### src/rtl/regfile_wb_arbiter_if.sv
// Writeback bus between the requesters/issue logic and the register-file
// write arbiter: per-requester write handshakes, scoreboard reservation and
// hazard-check signals, and the registered register-file write port.
interface regfile_wb_arbiter_if #(
  parameter int NREQ  = 4,
  parameter int WIDTH = 16,
  parameter int NREG  = 8,
  parameter int RW    = $clog2(NREG)
);
  logic [NREQ-1:0]            req_valid;
  logic [NREQ-1:0][RW-1:0]    req_dr;
  logic [NREQ-1:0][WIDTH-1:0] req_data;
  logic [NREQ-1:0]            req_ready;

  logic                       rsv_valid;
  logic [RW-1:0]              rsv_dr;
  logic                       rsv_err;

  logic [RW-1:0]              chk_sr1;
  logic [RW-1:0]              chk_sr2;
  logic                       chk_en1;
  logic                       chk_en2;
  logic                       hazard;

  logic [NREG-1:0]            busy;
  logic                       LD_REG;
  logic [RW-1:0]              DR;
  logic [WIDTH-1:0]           wb_data;

  // Requester / issue side
  modport master (
    output req_valid, req_dr, req_data, rsv_valid, rsv_dr,
           chk_sr1, chk_sr2, chk_en1, chk_en2,
    input  req_ready, rsv_err, hazard, busy, LD_REG, DR, wb_data
  );

  // Arbiter side
  modport slave (
    input  req_valid, req_dr, req_data, rsv_valid, rsv_dr,
           chk_sr1, chk_sr2, chk_en1, chk_en2,
    output req_ready, rsv_err, hazard, busy, LD_REG, DR, wb_data
  );
endinterface

### src/rtl/regfile_wb_arbiter.sv
// Round-robin arbiter for the single register-file write port plus a
// per-register busy scoreboard used by issue logic for RAW hazard stalls.
// The grant is combinational (zero-latency); the winning write is registered
// into LD_REG/DR/wb_data and clears its busy bit when it lands.
module regfile_wb_arbiter #(
  parameter int NREQ  = 4,
  parameter int WIDTH = 16,
  parameter int NREG  = 8
) (
  input  logic                 Clk,
  input  logic                 Reset_n,
  regfile_wb_arbiter_if.slave  bus
);
  localparam int RW = $clog2(NREG);
  localparam int PW = $clog2(NREQ);

  logic [PW-1:0]    r_ptr;
  logic [PW-1:0]    w_ptrNext;
  logic [NREQ-1:0]  w_grant;
  logic [PW-1:0]    w_winner;
  logic             w_xfer;

  logic             r_ldReg;
  logic [RW-1:0]    r_dr;
  logic [WIDTH-1:0] r_wbData;

  logic [NREG-1:0]  r_busy;
  logic [NREG-1:0]  w_setMask;
  logic [NREG-1:0]  w_clrMask;
  logic [NREG-1:0]  w_busyNext;
  logic             w_rsvConflict;
  logic             r_rsvErr;

  // Requester index (ptr + offset) wrapped into 0..NREQ-1; NREQ need not be
  // a power of two, so a plain bit truncation is not enough.
  function automatic logic [PW-1:0] wrapIdx(input int v);
    return PW'(v % NREQ);
  endfunction

  // Round-robin search starting at r_ptr; first valid requester wins.
  always_comb begin
    w_grant  = '0;
    w_winner = '0;
    w_xfer   = 1'b0;
    for (int k = 0; k < NREQ; k++) begin
      if (!w_xfer && bus.req_valid[wrapIdx(int'(r_ptr) + k)]) begin
        w_xfer                            = 1'b1;
        w_winner                          = wrapIdx(int'(r_ptr) + k);
        w_grant[wrapIdx(int'(r_ptr) + k)] = 1'b1;
      end
    end
  end

  // Pointer moves just past the winner; with no transfer it holds.
  always_comb begin
    w_ptrNext = r_ptr;
    if (w_xfer) begin
      if (int'(w_winner) == NREQ - 1) begin
        w_ptrNext = '0;
      end else begin
        w_ptrNext = w_winner + PW'(1);
      end
    end
  end

  // Grant is masked while reset is held so no handshake can complete.
  assign bus.req_ready = Reset_n ? w_grant : '0;

  // Pointer and registered register-file write port.
  always_ff @(posedge Clk or negedge Reset_n) begin
    if (!Reset_n) begin
      r_ptr    <= '0;
      r_ldReg  <= 1'b0;
      r_dr     <= '0;
      r_wbData <= '0;
    end else begin
      r_ptr   <= w_ptrNext;
      r_ldReg <= w_xfer;
      if (w_xfer) begin
        r_dr     <= bus.req_dr[w_winner];
        r_wbData <= bus.req_data[w_winner];
      end
    end
  end

  // Scoreboard set/clear masks; a set on the same register as the landing
  // write wins, and re-reserving a busy register that is not being cleared
  // is flagged as an error (the busy bit is already 1, so OR-ing is harmless).
  always_comb begin
    w_setMask = '0;
    w_clrMask = '0;
    if (bus.rsv_valid) begin
      w_setMask[bus.rsv_dr] = 1'b1;
    end
    if (r_ldReg) begin
      w_clrMask[r_dr] = 1'b1;
    end
    w_busyNext    = (r_busy & ~w_clrMask) | w_setMask;
    w_rsvConflict = bus.rsv_valid & r_busy[bus.rsv_dr]
                    & ~(r_ldReg & (r_dr == bus.rsv_dr));
  end

  // Busy bits and the one-cycle reservation-error pulse.
  always_ff @(posedge Clk or negedge Reset_n) begin
    if (!Reset_n) begin
      r_busy   <= '0;
      r_rsvErr <= 1'b0;
    end else begin
      r_busy   <= w_busyNext;
      r_rsvErr <= w_rsvConflict;
    end
  end

  assign bus.hazard  = (bus.chk_en1 & r_busy[bus.chk_sr1])
                     | (bus.chk_en2 & r_busy[bus.chk_sr2]);
  assign bus.busy    = r_busy;
  assign bus.rsv_err = r_rsvErr;
  assign bus.LD_REG  = r_ldReg;
  assign bus.DR      = r_dr;
  assign bus.wb_data = r_wbData;
endmodule

### src/flat_wrapper.sv
// flat-port wrapper written by rule: the top's interface ports become plain ports
module regfile_wb_arbiter_flat 
#(
  parameter int NREQ  = 4,
  parameter int WIDTH = 16,
  parameter int NREG  = 8
)
  (Clk, Reset_n, bus_req_valid, bus_req_dr, bus_req_data, bus_rsv_valid, bus_rsv_dr, bus_chk_sr1, bus_chk_sr2, bus_chk_en1, bus_chk_en2, bus_req_ready, bus_rsv_err, bus_hazard, bus_busy, bus_LD_REG, bus_DR, bus_wb_data);
  regfile_wb_arbiter_if #(.NREQ(NREQ), .WIDTH(WIDTH), .NREG(NREG)) bus_i ();
  input  logic Clk;
  input  logic Reset_n;
  input wire logic [$bits(bus_i.req_valid)-1:0] bus_req_valid;
  input wire logic [$bits(bus_i.req_dr)-1:0] bus_req_dr;
  input wire logic [$bits(bus_i.req_data)-1:0] bus_req_data;
  input wire logic [$bits(bus_i.rsv_valid)-1:0] bus_rsv_valid;
  input wire logic [$bits(bus_i.rsv_dr)-1:0] bus_rsv_dr;
  input wire logic [$bits(bus_i.chk_sr1)-1:0] bus_chk_sr1;
  input wire logic [$bits(bus_i.chk_sr2)-1:0] bus_chk_sr2;
  input wire logic [$bits(bus_i.chk_en1)-1:0] bus_chk_en1;
  input wire logic [$bits(bus_i.chk_en2)-1:0] bus_chk_en2;
  output wire logic [$bits(bus_i.req_ready)-1:0] bus_req_ready;
  output wire logic [$bits(bus_i.rsv_err)-1:0] bus_rsv_err;
  output wire logic [$bits(bus_i.hazard)-1:0] bus_hazard;
  output wire logic [$bits(bus_i.busy)-1:0] bus_busy;
  output wire logic [$bits(bus_i.LD_REG)-1:0] bus_LD_REG;
  output wire logic [$bits(bus_i.DR)-1:0] bus_DR;
  output wire logic [$bits(bus_i.wb_data)-1:0] bus_wb_data;
  assign bus_i.req_valid = bus_req_valid;
  assign bus_i.req_dr = bus_req_dr;
  assign bus_i.req_data = bus_req_data;
  assign bus_i.rsv_valid = bus_rsv_valid;
  assign bus_i.rsv_dr = bus_rsv_dr;
  assign bus_i.chk_sr1 = bus_chk_sr1;
  assign bus_i.chk_sr2 = bus_chk_sr2;
  assign bus_i.chk_en1 = bus_chk_en1;
  assign bus_i.chk_en2 = bus_chk_en2;
  assign bus_req_ready = bus_i.req_ready;
  assign bus_rsv_err = bus_i.rsv_err;
  assign bus_hazard = bus_i.hazard;
  assign bus_busy = bus_i.busy;
  assign bus_LD_REG = bus_i.LD_REG;
  assign bus_DR = bus_i.DR;
  assign bus_wb_data = bus_i.wb_data;
  regfile_wb_arbiter #(.NREQ(NREQ), .WIDTH(WIDTH), .NREG(NREG)) u_core (.Clk(Clk), .Reset_n(Reset_n), .bus(bus_i));
endmodule
### config.mk
export PLATFORM = sky130hd
export DESIGN_NAME = regfile_wb_arbiter_flat
export DESIGN_NICKNAME = d
export VERILOG_FILES = /design/src/rtl/regfile_wb_arbiter_if.sv /design/src/rtl/regfile_wb_arbiter.sv /design/src/flat_wrapper.sv
export SDC_FILE = /design/constraint.sdc
export NUM_CORES = 1
export LEC_CHECK = 0
export BUFFER_PORTS_ARGS = -buffer_cell sky130_fd_sc_hd__buf_4
export CAP_MARGIN = 20
export CORE_ASPECT_RATIO = 1.2
export CORE_UTILIZATION = 41
export DETAILED_ROUTE_END_ITERATION = 16
export GPL_ROUTABILITY_DRIVEN = 0
export PLACE_DENSITY = 0.78
export SLEW_MARGIN = 20
export SYNTH_ARGS = -nofsm -noshare
export SYNTH_HDL_FRONTEND = slang
export SYNTH_SLANG_ARGS = --single-unit
### constraint.sdc
create_clock -name Clk -period 2.6 [get_ports Clk]
set_input_delay 0 -clock Clk [delete_from_list [all_inputs] [get_ports Clk]]
set_output_delay 0 -clock Clk [all_outputs]
set_load 0.02 [all_outputs]
==> flow_summary_export.csv, run 1 <==
group,metric,value,unit
grt,overflow,0,
clock_network,clk_pin_slew,0.06,ns
critical_path,endpoint_kind,"primary output",
critical_path,worstPathArrival,2.48,ns
placement,dp_cells,424,
floorplanning,start_util,0.430,
grt,antenna_found_initial,0,
final_layout,finalNonFillerCells,443,
final_layout,design_area,3750,um2
yosys,syn-num-nets,324,
drt,dr_total_vias,2424,
power,p_leak,1.75,nW
yosys,syn-cell-area,2450,um2
flow_run,drv_cap,0,
floorplanning,core,5710,um2
critical_path,critPathLaunchType,"flip-flop",
min_path,hold_path.class,"in -> reg",
clock_network,htreeDepth,2,
final_layout,area_growth,52.7,%
yosys,netlist_instances,222,
floorplanning,fp.dieArea,6300,um2
yosys,avgSynthCellArea,11.1,um2
sta,min_period_over_period,0.954,
final_layout,antennaDiodeCount,0,
clock_network,numCtsBuffers,5,
power,power_density,1340,nW/um2
final_layout,nNetsFinal,465,
floorplanning,die_h,86.8,um
sta,finClkSkew,0.00776,ns
drt,viasPerCell,5.47,
final_layout,drive_gt1_frac,0.518,
clock_network,clk_latency,0.28,ns
drt,drtIter0Drc,121,
grt,track_usage,0.214,
critical_path,crit_fanout,6,
yosys,yosysWarnings,0,
clock_network,root_buffer,"clkbuf_8",
critical_path,cp.required,2.60,ns
clock_network,tritoncts_num_sinks,31,
drt,drcViolationCount,0,
grt,grt_pass1_wl,10.6,mm
sta,max_slew_margin,0.537,
placement,portBuffers,127,
yosys,synth_cell_types,35,
drt,dr.pass1.iters,4,
sta,hold_viol,0,
clock_network,tritoncts,"built",
floorplanning,io_pins,128,
placement,dp.final_hpwl,5.17,mm
floorplanning,rows,30,
yosys,ys_ff_latch,31,
sta,finalCriticalPeriod,2.48,ns
run_status,outcome,"finished clean",
grt,grt_pass1_vias,2335,
grt,grt_max_degree,36,
critical_path,crit_type,"reg -> out",
drt,ant_nets,0,
drt,wirelength,6.81,mm
clock_network,cts_buffer_depth,2,
sta,setup_viol,0,
sta,max_freq,0.403,GHz
placement,post_dp_cell_area,3530,um2
sta,finalMaxSlewViolations,0,
floorplanning,fp.dieW,72.6,um
yosys,ys_seq_area_frac,0.316,
power,vdd_drop_max,0.627,mV
sta,worst_pin_slew,0.694,ns
drt,avgRoutedWirePerCell,15.4,um
[layout make-up]
cell class	count	area (um2)
repair buffers	147	1140
clock inverters	1	30.0
multi-input cells	175	1620
clock buffers	6	72.6
fillers	496	1960
well taps	80	100
inverters	3	11.3
flip-flops and latches	31	777
[worst max-delay path, cell delays in order (launching register included)]
cell	delay, ns
dfrtp_1	0.35
inv_2	0.06
ha_4	0.28
mux4_2	0.59
nor3_4	0.33
and2_4	0.24
a221oi_1	0.08
nor2b_1	0.12
buf_4	0.15
[where the power goes]
part	leakage [nW]	internal, mW	switching (mW)
Clock	0.0513	0.281	0.177
Combinational	1.34	1.77	1.82
Sequential	0.357	0.745	0.227
[metrics by stage]
stage / util / setup slack [ns] / TNS [ns] / hold slack (ns) / power (mW)
after floorplan: - / 0.00600 / 0 / -0.296 / 3.43
after global placement: 0.617 / 0.0206 / 0 / -0.0293 / 4.32
after detailed placement: 0.618 / 0.0279 / 0 / -0.0256 / 4.42
after CTS: 0.645 / 0.0125 / 0 / 0.0702 / 4.90
after global routing: 0.657 / -0.0000675 / -0.0000675 / 0.0834 / 5.36
final: 0.657 / 0.120 / 0 / 0.0809 / 5.02
[cells by family (layout without fill, tap and decap cells)]
| kind of cell | Yosys count | count (layout) | share of synthesized area |
|---|---|---|---|
| AOI/OAI and AO/OA | 53 | 53 | 0.191 |
| buffers and inverters | 16 | 157 | 0.0403 |
| xor gates and xnor gates | 4 | 4 | 0.0143 |
| adders and majority gates | 8 | 8 | 0.0408 |
| and+or+nand+nor | 53 | 53 | 0.110 |
| muxes | 57 | 57 | 0.288 |
| DFF | 31 | 31 | 0.316 |
[worst paths after layout]
check | start | end | slack [ns] | depth (start not counted)
min | bus_req_data[12] | u_core.bus.wb_data[12] | 0.08 | 3
max reg2reg | u_core.r_ptr[1] | u_core.bus.wb_data[7] | 0.14 | 9
min reg2reg | u_core.bus.wb_data[12] | u_core.bus.wb_data[12] | 0.57 | 2
min in group asynchronous | Reset_n | u_core.bus.wb_data[1] | 0.20 | 2
max | u_core.r_ptr[1] | bus_req_ready[1] | 0.12 | 8
max in group asynchronous | Reset_n | u_core.r_ptr[0] | 2.06 | 2
[synth_stat cells]
master | count | area, um2
ha_1 | 8 | 100
o22ai_1 | 1 | 6.26
a21boi_0 | 1 | 7.51
mux2i_1 | 41 | 410
mux2_2 | 5 | 56.3
nor2b_4 | 1 | 13.8
nor2_1 | 28 | 105
mux2_4 | 1 | 15.0
nand4_1 | 1 | 6.26
and2_1 | 1 | 6.26
a21o_1 | 1 | 7.51
nand2_4 | 1 | 11.3
mux4_2 | 10 | 225
nand2_1 | 6 | 22.5
a21oi_2 | 1 | 8.76
xnor2_1 | 4 | 35.0
a22o_1 | 1 | 8.76
buf_6 | 3 | 33.8
nor3_4 | 1 | 16.3
o21ai_2 | 2 | 17.5
nor2b_1 | 6 | 37.5
a221oi_1 | 13 | 114
nand2b_1 | 7 | 43.8
a221oi_2 | 10 | 150
clkbuf_1 | 5 | 18.8
a211oi_1 | 2 | 15.0
a22oi_1 | 4 | 30.0
buf_2 | 1 | 5.00
a211oi_2 | 1 | 12.5
o21ai_0 | 12 | 60.1
inv_1 | 3 | 11.3
buf_4 | 4 | 30.0
nor3b_1 | 1 | 7.51
o31ai_1 | 4 | 30.0
dfrtp_1 | 31 | 776
[flip-flops by register name, indices dropped and copies added, names as in the netlist]
| register | count |
|---|---|
| u_core.bus.rsv_err | 1 |
| u_core.bus.DR | 3 |
| u_core.bus.LD_REG | 1 |
| u_core.r_ptr | 2 |
| u_core.bus.busy | 8 |
| u_core.bus.wb_data | 16 |
[metal layers]
| metal | track usage | wire length (um) | vias to the layer above |
|---|---|---|---|
| met3 | 0.0512 | 513 | 9 |
| li1 | - | - | 1136 |
| met1 | 0.243 | 2570 | 1160 |
| met5 | 0 | 0 | - |
| met2 | 0.398 | 3670 | 119 |
| met4 | 0.0517 | 56 | 0 |
[placed cells by master, fill, tap and decap left out, drive strengths merged, types with 4 or more instances in the layout]
cell type | netlist | layout
o21ai | 14 | 14
buf | 8 | 142
nor2 | 28 | 28
nand2b | 7 | 7
mux2i | 41 | 41
o31ai | 4 | 4
mux4 | 10 | 10
mux2 | 6 | 6
a22oi | 4 | 4
ha | 8 | 8
dlygate4sd3 | 0 | 5
nor2b | 7 | 7
dfrtp | 31 | 31
clkbuf | 5 | 6
nand2 | 7 | 7
xnor2 | 4 | 4
a221oi | 23 | 23
[repair_timing]
action,CTS,global route
pin swaps,0,3
setup endpoints to repair,4,20
hold buffers,5,0
endpoints found under the hold margin,34,0
buffers inserted,0,7
resized for setup,1,5
Note: power is estimated with default switching activity, not from simulation.
==> run 2, diff against run 1 <==
Settings changed: PLACE_DENSITY 0.78 to 0.77.
==> flow_summary_export.csv, run 2 (synthesized netlist as in run 1, its figures left out) <==
group,metric,value,unit
final_layout,final_common_cell,"buf_4",
critical_path,cp.required,2.77,ns
grt,grt_pass1_vias,2374,
critical_path,endpoint_kind,"flip-flop",
final_layout,largest_reg_flops,16,
clock_network,tritoncts,"built",
min_path,hold_path.class,"in -> reg",
power,power_density,1360,nW/um2
power,swShare,0.441,
power,sequentialPowerShare,0.190,
drt,wl_met2,3.70,mm
sta,rsz0062_at_grt,"true",
drt,avgRoutedWirePerCell,15.5,um
critical_path,crit_fanout,19,
sta,hold_viol,0,
placement,dp_slack,0.0787,ns
run_status,outcome,"finished clean",
floorplanning,die_h,86.8,um
sta,max_freq,0.396,GHz
min_path,whs_path_depth,3,
clock_network,clk_pin_slew,0.07,ns
floorplanning,io_pins,128,
clock_network,cts_buffer_depth,2,
floorplanning,start_util,0.430,
power,vdd_drop_max,0.698,mV
drt,drcViolationCount,0,
drt,drtIter0Drc,111,
drt,drt-met1-wl,2.50,mm
grt,antenna_found_initial,0,
clock_network,tritoncts_num_sinks,31,
clock_network,clk_latency,0.29,ns
power,p_int,2.86,mW
min_path,holdPathEnd,"u_core.bus.wb_data[0]",
critical_path,r2r-end,"u_core.bus.DR[2]",
placement,dp.final_hpwl,5.01,mm
final_layout,nNetsFinal,462,
final_layout,drive_gt1_frac,0.518,
sta,setup_viol,0,
sta,holdWs,0.0664,ns
critical_path,r2r_cells,8,
min_path,hold_start,"bus_req_data[0]",
critical_path,reg2reg_from,"u_core.r_ptr[0]",
final_layout,antennaDiodeCount,0,
sta,max_slew_margin,0.713,
drt,ant_nets,0,
power,p_leak,1.76,nW
final_layout,finalNonFillerCells,441,
final_layout,area_growth,53.0,%
sta,worst_pin_slew,0.430,ns
floorplanning,fp.dieW,72.6,um
flow_run,drv_cap,0,
floorplanning,rows,30,
critical_path,cp_cell_sequence,"inv_1 > ha_4 > mux4_2 > nor3_4 > buf_4 > a21oi_2 > buf_4 > a221oi_1",
drt,dr_total_vias,2404,
placement,dp_cells,423,
drt,viasPerCell,5.45,
power,clockPowerShare,0.097,
sta,finClkSkew,0.00737,ns
critical_path,path_common_cell,"buf_4",
floorplanning,core,5710,um2
grt,track_usage,0.216,
critical_path,worstPathArrival,2.70,ns
drt,dr.pass1.iters,4,
sta,setup_ws,0.0728,ns
sta,finalMaxSlewViolations,0,
clock_network,numCtsBuffers,5,
grt,overflow,0,
grt,grt_max_degree,36,
critical_path,max_stage_delay,0.62,ns
critical_path,crit_type,"reg -> reg",
power,switchingPower,2.25,mW
floorplanning,fp.dieArea,6300,um2
power,power,5.11,mW
drt,dr_wl_met3,502,um
final_layout,most-common-layout-cells,"136 x buf_4, 41 x mux2i_1, 30 x dfrtp_1",
critical_path,r2r_slack,0.07,ns
critical_path,cp_num_buf_inv,3,
critical_path,critical_path.top_delay_family,"multiplexers",
grt,grt_pass1_wl,10.5,mm
final_layout,nFillCells,495,
sta,finalCriticalPeriod,2.53,ns
critical_path,slowest_stage,"mux4_2",
critical_path,critPathLaunchType,"flip-flop",
drt,highest_layer,"met4",
clock_network,root_buffer,"clkbuf_8",
clock_network,htreeDepth,2,
drt,wirelength,6.82,mm
power,power_frac_comb,0.712,
sta,min_period_over_period,0.972,
placement,portBuffers,127,
[run 2: layout make-up]
class / count / area, um2 / share of cell area
clock inverters: 2 / 35.0 / 0.00933
multi-input cells: 175 / 1610 / 0.430
flip-flops and latches: 31 / 777 / 0.207
repair buffers: 144 / 1140 / 0.302
clock buffers: 6 / 82.6 / 0.0220
well taps: 80 / 100 / 0.0266
inverters: 3 / 11.3 / 0.00300
[run 2: worst register-to-register path: cells and delay by family (launching register included)]
kind                       cells  cell delay, ns
buffers and inverters          3            0.48
AOI/OAI and AO/OA              2            0.39
muxes                          1            0.62
DFF                            1            0.35
adders and majority gates      1            0.30
and+or+nand+nor                1            0.27
[run 2: per-layer routing]
layer | vias to the layer above | GRT usage
met3 | 9 | 0.0512
met5 | - | 0
li1 | 1128 | -
met4 | 0 | 0.0677
met1 | 1152 | 0.239
met2 | 115 | 0.402
[run 2: power groups by stage]
stage               sequential [mW]  combinational [mW]  clock, mW
global route                   1.01                3.91      0.532
floorplan                      1.21                2.22          0
CTS                           0.969                3.45      0.508
finish                        0.971                3.64      0.498
global placement              0.969                3.35          0
detailed placement            0.968                3.42          0
[run 2: per-stage QoR]
stage / instance area, um2 / setup TNS, ns / util
6_report: 3760 / 0 / 0.658
3_3_place_gp: 3510 / 0 / 0.616
3_5_place_dp: 3510 / 0 / 0.616
5_1_grt: 3760 / -0.183 / 0.658
4_1_cts: 3680 / 0 / 0.645
2_1_floorplan: 2470 / 0 / -
[run 2: what timing repair did]
action,in CTS,in global routing
pin swaps,0,4
gates cloned,0,1
hold buffers,5,0
endpoints found under the setup margin,4,17
buffers inserted,0,4
hold endpoints to repair,34,0
gates resized for setup,1,5
[run 2: worst max-delay path by stage]
stage	depth (start not counted)	end	from	slack, ns
floorplan	10	u_core.r_ptr[1]	u_core.r_ptr[0]	0.006
global placement	9	u_core.r_ptr[1]	u_core.r_ptr[0]	0.11
detailed placement	9	u_core.r_ptr[1]	u_core.r_ptr[0]	0.08
CTS	8	bus_req_ready[1]	u_core.r_ptr[0]	0.03
global route	10	bus_req_ready[3]	u_core.r_ptr[0]	-0.04
finish	8	u_core.bus.DR[2]	u_core.r_ptr[0]	0.07
==> run 3, diff against run 2 <==
Settings changed: CORE_MARGIN set to 1, GPL_TIMING_DRIVEN set to 0.
Clock period 2.6 ns to 2.3 ns, I/O delays scaled along.
==> flow_summary_export.csv, run 3 (synthesized netlist as in run 1, its figures left out) <==
group,metric,value,unit
run_status,outcome,"finished, violations left",
run_status,failed_checks,"setup timing",
clock_network,numCtsBuffers,5,
power,vdd_drop_max,1.14,mV
critical_path,r2r_cells,10,
final_layout,nNetsFinal,472,
final_layout,area_growth,59.7,%
power,swShare,0.448,
floorplanning,io_pins,128,
sta,max_freq,0.392,GHz
drt,drtIter0Drc,125,
power,power_density,1600,nW/um2
placement,portBuffers,125,
power,p_leak,1.80,nW
power,switchingPower,2.80,mW
drt,drcViolationCount,0,
final_layout,largest_reg_flops,16,
final_layout,most-common-layout-cells,"134 x buf_4, 36 x mux2i_1, 29 x dfrtp_1",
power,sequentialPowerShare,0.179,
sta,hold_viol,0,
critical_path,cp.required,2.30,ns
power,clockPowerShare,0.066,
sta,max_slew_margin,0.611,
drt,wirelength,7.47,mm
floorplanning,rows,30,
critical_path,crit_type,"reg -> out",
sta,setup_ws,-0.250,ns
sta,holdWs,0.0681,ns
final_layout,fin_util,0.687,
clock_network,htreeDepth,2,
critical_path,worstPathArrival,2.55,ns
sta,worst_pin_slew,0.580,ns
final_layout,antennaDiodeCount,0,
placement,dp.final_hpwl,5.45,mm
sta,finalCriticalPeriod,2.55,ns
flow_run,drv_cap,0,
floorplanning,die_h,86.8,um
final_layout,drive_gt1_frac,0.580,
drt,avgRoutedWirePerCell,16.6,um
drt,ant_nets,0,
sta,setup_viol,24,
sta,finalMaxSlewViolations,0,
placement,dp_slack,-0.480,ns
sta,rsz0062_at_grt,"true",
grt,overflow,0,
floorplanning,fp.dieW,72.6,um
clock_network,root_buffer,"clkbuf_8",
critical_path,crit_fanout,5,
sta,min_period_over_period,1.11,
drt,dr.pass1.iters,4,
power,power_frac_comb,0.756,
final_layout,multi_input_area,1690,um2
clock_network,clk_pin_slew,0.07,ns
grt,grt_pass1_vias,2462,
power,p_int,3.46,mW
drt,viasPerCell,5.44,
critical_path,endpoint_kind,"primary output",
critical_path,critPathLaunchType,"flip-flop",
grt,track_usage,0.237,
floorplanning,core,5710,um2
grt,grt_pass1_wl,11.5,mm
min_path,hold_path.class,"in -> reg",
floorplanning,fp.dieArea,6300,um2
power,power,6.26,mW
final_layout,ff_latch_area,778,um2
clock_network,clk_latency,0.28,ns
floorplanning,start_util,0.430,
clock_network,tritoncts_num_sinks,31,
min_path,whs_path_depth,3,
final_layout,final_common_cell,"buf_4",
sta,finClkSkew,0.00667,ns
final_layout,nFillCells,460,
grt,grt_max_degree,36,
grt,antenna_found_initial,0,
clock_network,tritoncts,"built",
clock_network,cts_buffer_depth,2,
sta,setup_tns,-5.17,ns
drt,dr_total_vias,2455,
-- run 3: changes by cell type in the layout (fill, tap and decap cells not counted), moves of 4 or more --
cell | previous run | this run
nor2b_1 | 6 | 2
mux2i_2 | 0 | 5
nor2b_2 | 0 | 4
mux2i_1 | 41 | 36
buf_6 | 0 | 8
-- run 3: critical path, stage by stage, from the launching register on --
cell and delay [ns]:
dfrtp_2 0.39, buf_8 0.12, inv_8 0.03, ha_4 0.26, mux4_2 0.59, nor2b_4 0.23, buf_6 0.13, a22oi_2 0.04
nor2_1 0.14, a221oi_2 0.06, nor2b_2 0.15, buf_6 0.13
-- run 3: final cells by class --
cell class / count / area share
inverter: 3 / 0.00606
timing repair buffer: 142 / 0.279
buffer: 12 / 0.0383
multi-input combinational: 175 / 0.431
clock inverter: 3 / 0.00383
tap: 80 / 0.0255
sequential: 31 / 0.198
clock buffer: 5 / 0.0175
-- run 3: final timing paths --
path | start | endpoint | slack (ns)
worst max-delay path | u_core.r_ptr[0] | bus_req_ready[2] | -0.25
worst min-delay path | bus_req_dr[0] | u_core.bus.DR[0] | 0.07
worst max register to register | u_core.r_ptr[0] | u_core.r_ptr[1] | -0.25
max in group asynchronous | Reset_n | u_core.r_ptr[0] | 1.76
min in group asynchronous | Reset_n | u_core.bus.LD_REG | 0.21
worst min register to register | u_core.bus.wb_data[12] | u_core.bus.wb_data[12] | 0.57
-- run 3: power groups by stage --
stage / Clock [mW] / Sequential [mW] / Combinational (mW)
after detailed placement: 0 / 1.13 / 3.97
after floorplan: 0 / 1.37 / 2.58
final: 0.412 / 1.12 / 4.73
after global placement: 0 / 1.12 / 3.89
after global routing: 0.453 / 1.16 / 5.05
after CTS: 0.423 / 1.10 / 4.41
-- run 3: metal layers --
metal	vias up	routed length, um	track usage
li1	1149	-	-
met1	1202	2880	0.263
met2	94	4100	0.441
met3	10	372	0.0477
met4	0	119	0.0891
met5	-	0	0
-- run 3: through the flow --
| stage | cells | area [um2] |
|---|---|---|
| global placement | 427 | 3540 |
| detailed placement | 427 | 3540 |
| global route | 451 | 3920 |
| floorplan | 222 | 2500 |
| CTS | 447 | 3820 |
| finish | 451 | 3920 |
-- run 3: what timing repair did --
| action | CTS | global route |
|---|---|---|
| resized for setup | 23 | 23 |
| setup endpoints to repair | 25 | 25 |
| pin swaps | 5 | 8 |
| hold buffers | 2 | 0 |
| buffers inserted | 10 | 5 |
| cloned | 0 | 0 |
| hold endpoints to repair | 32 | 0 |
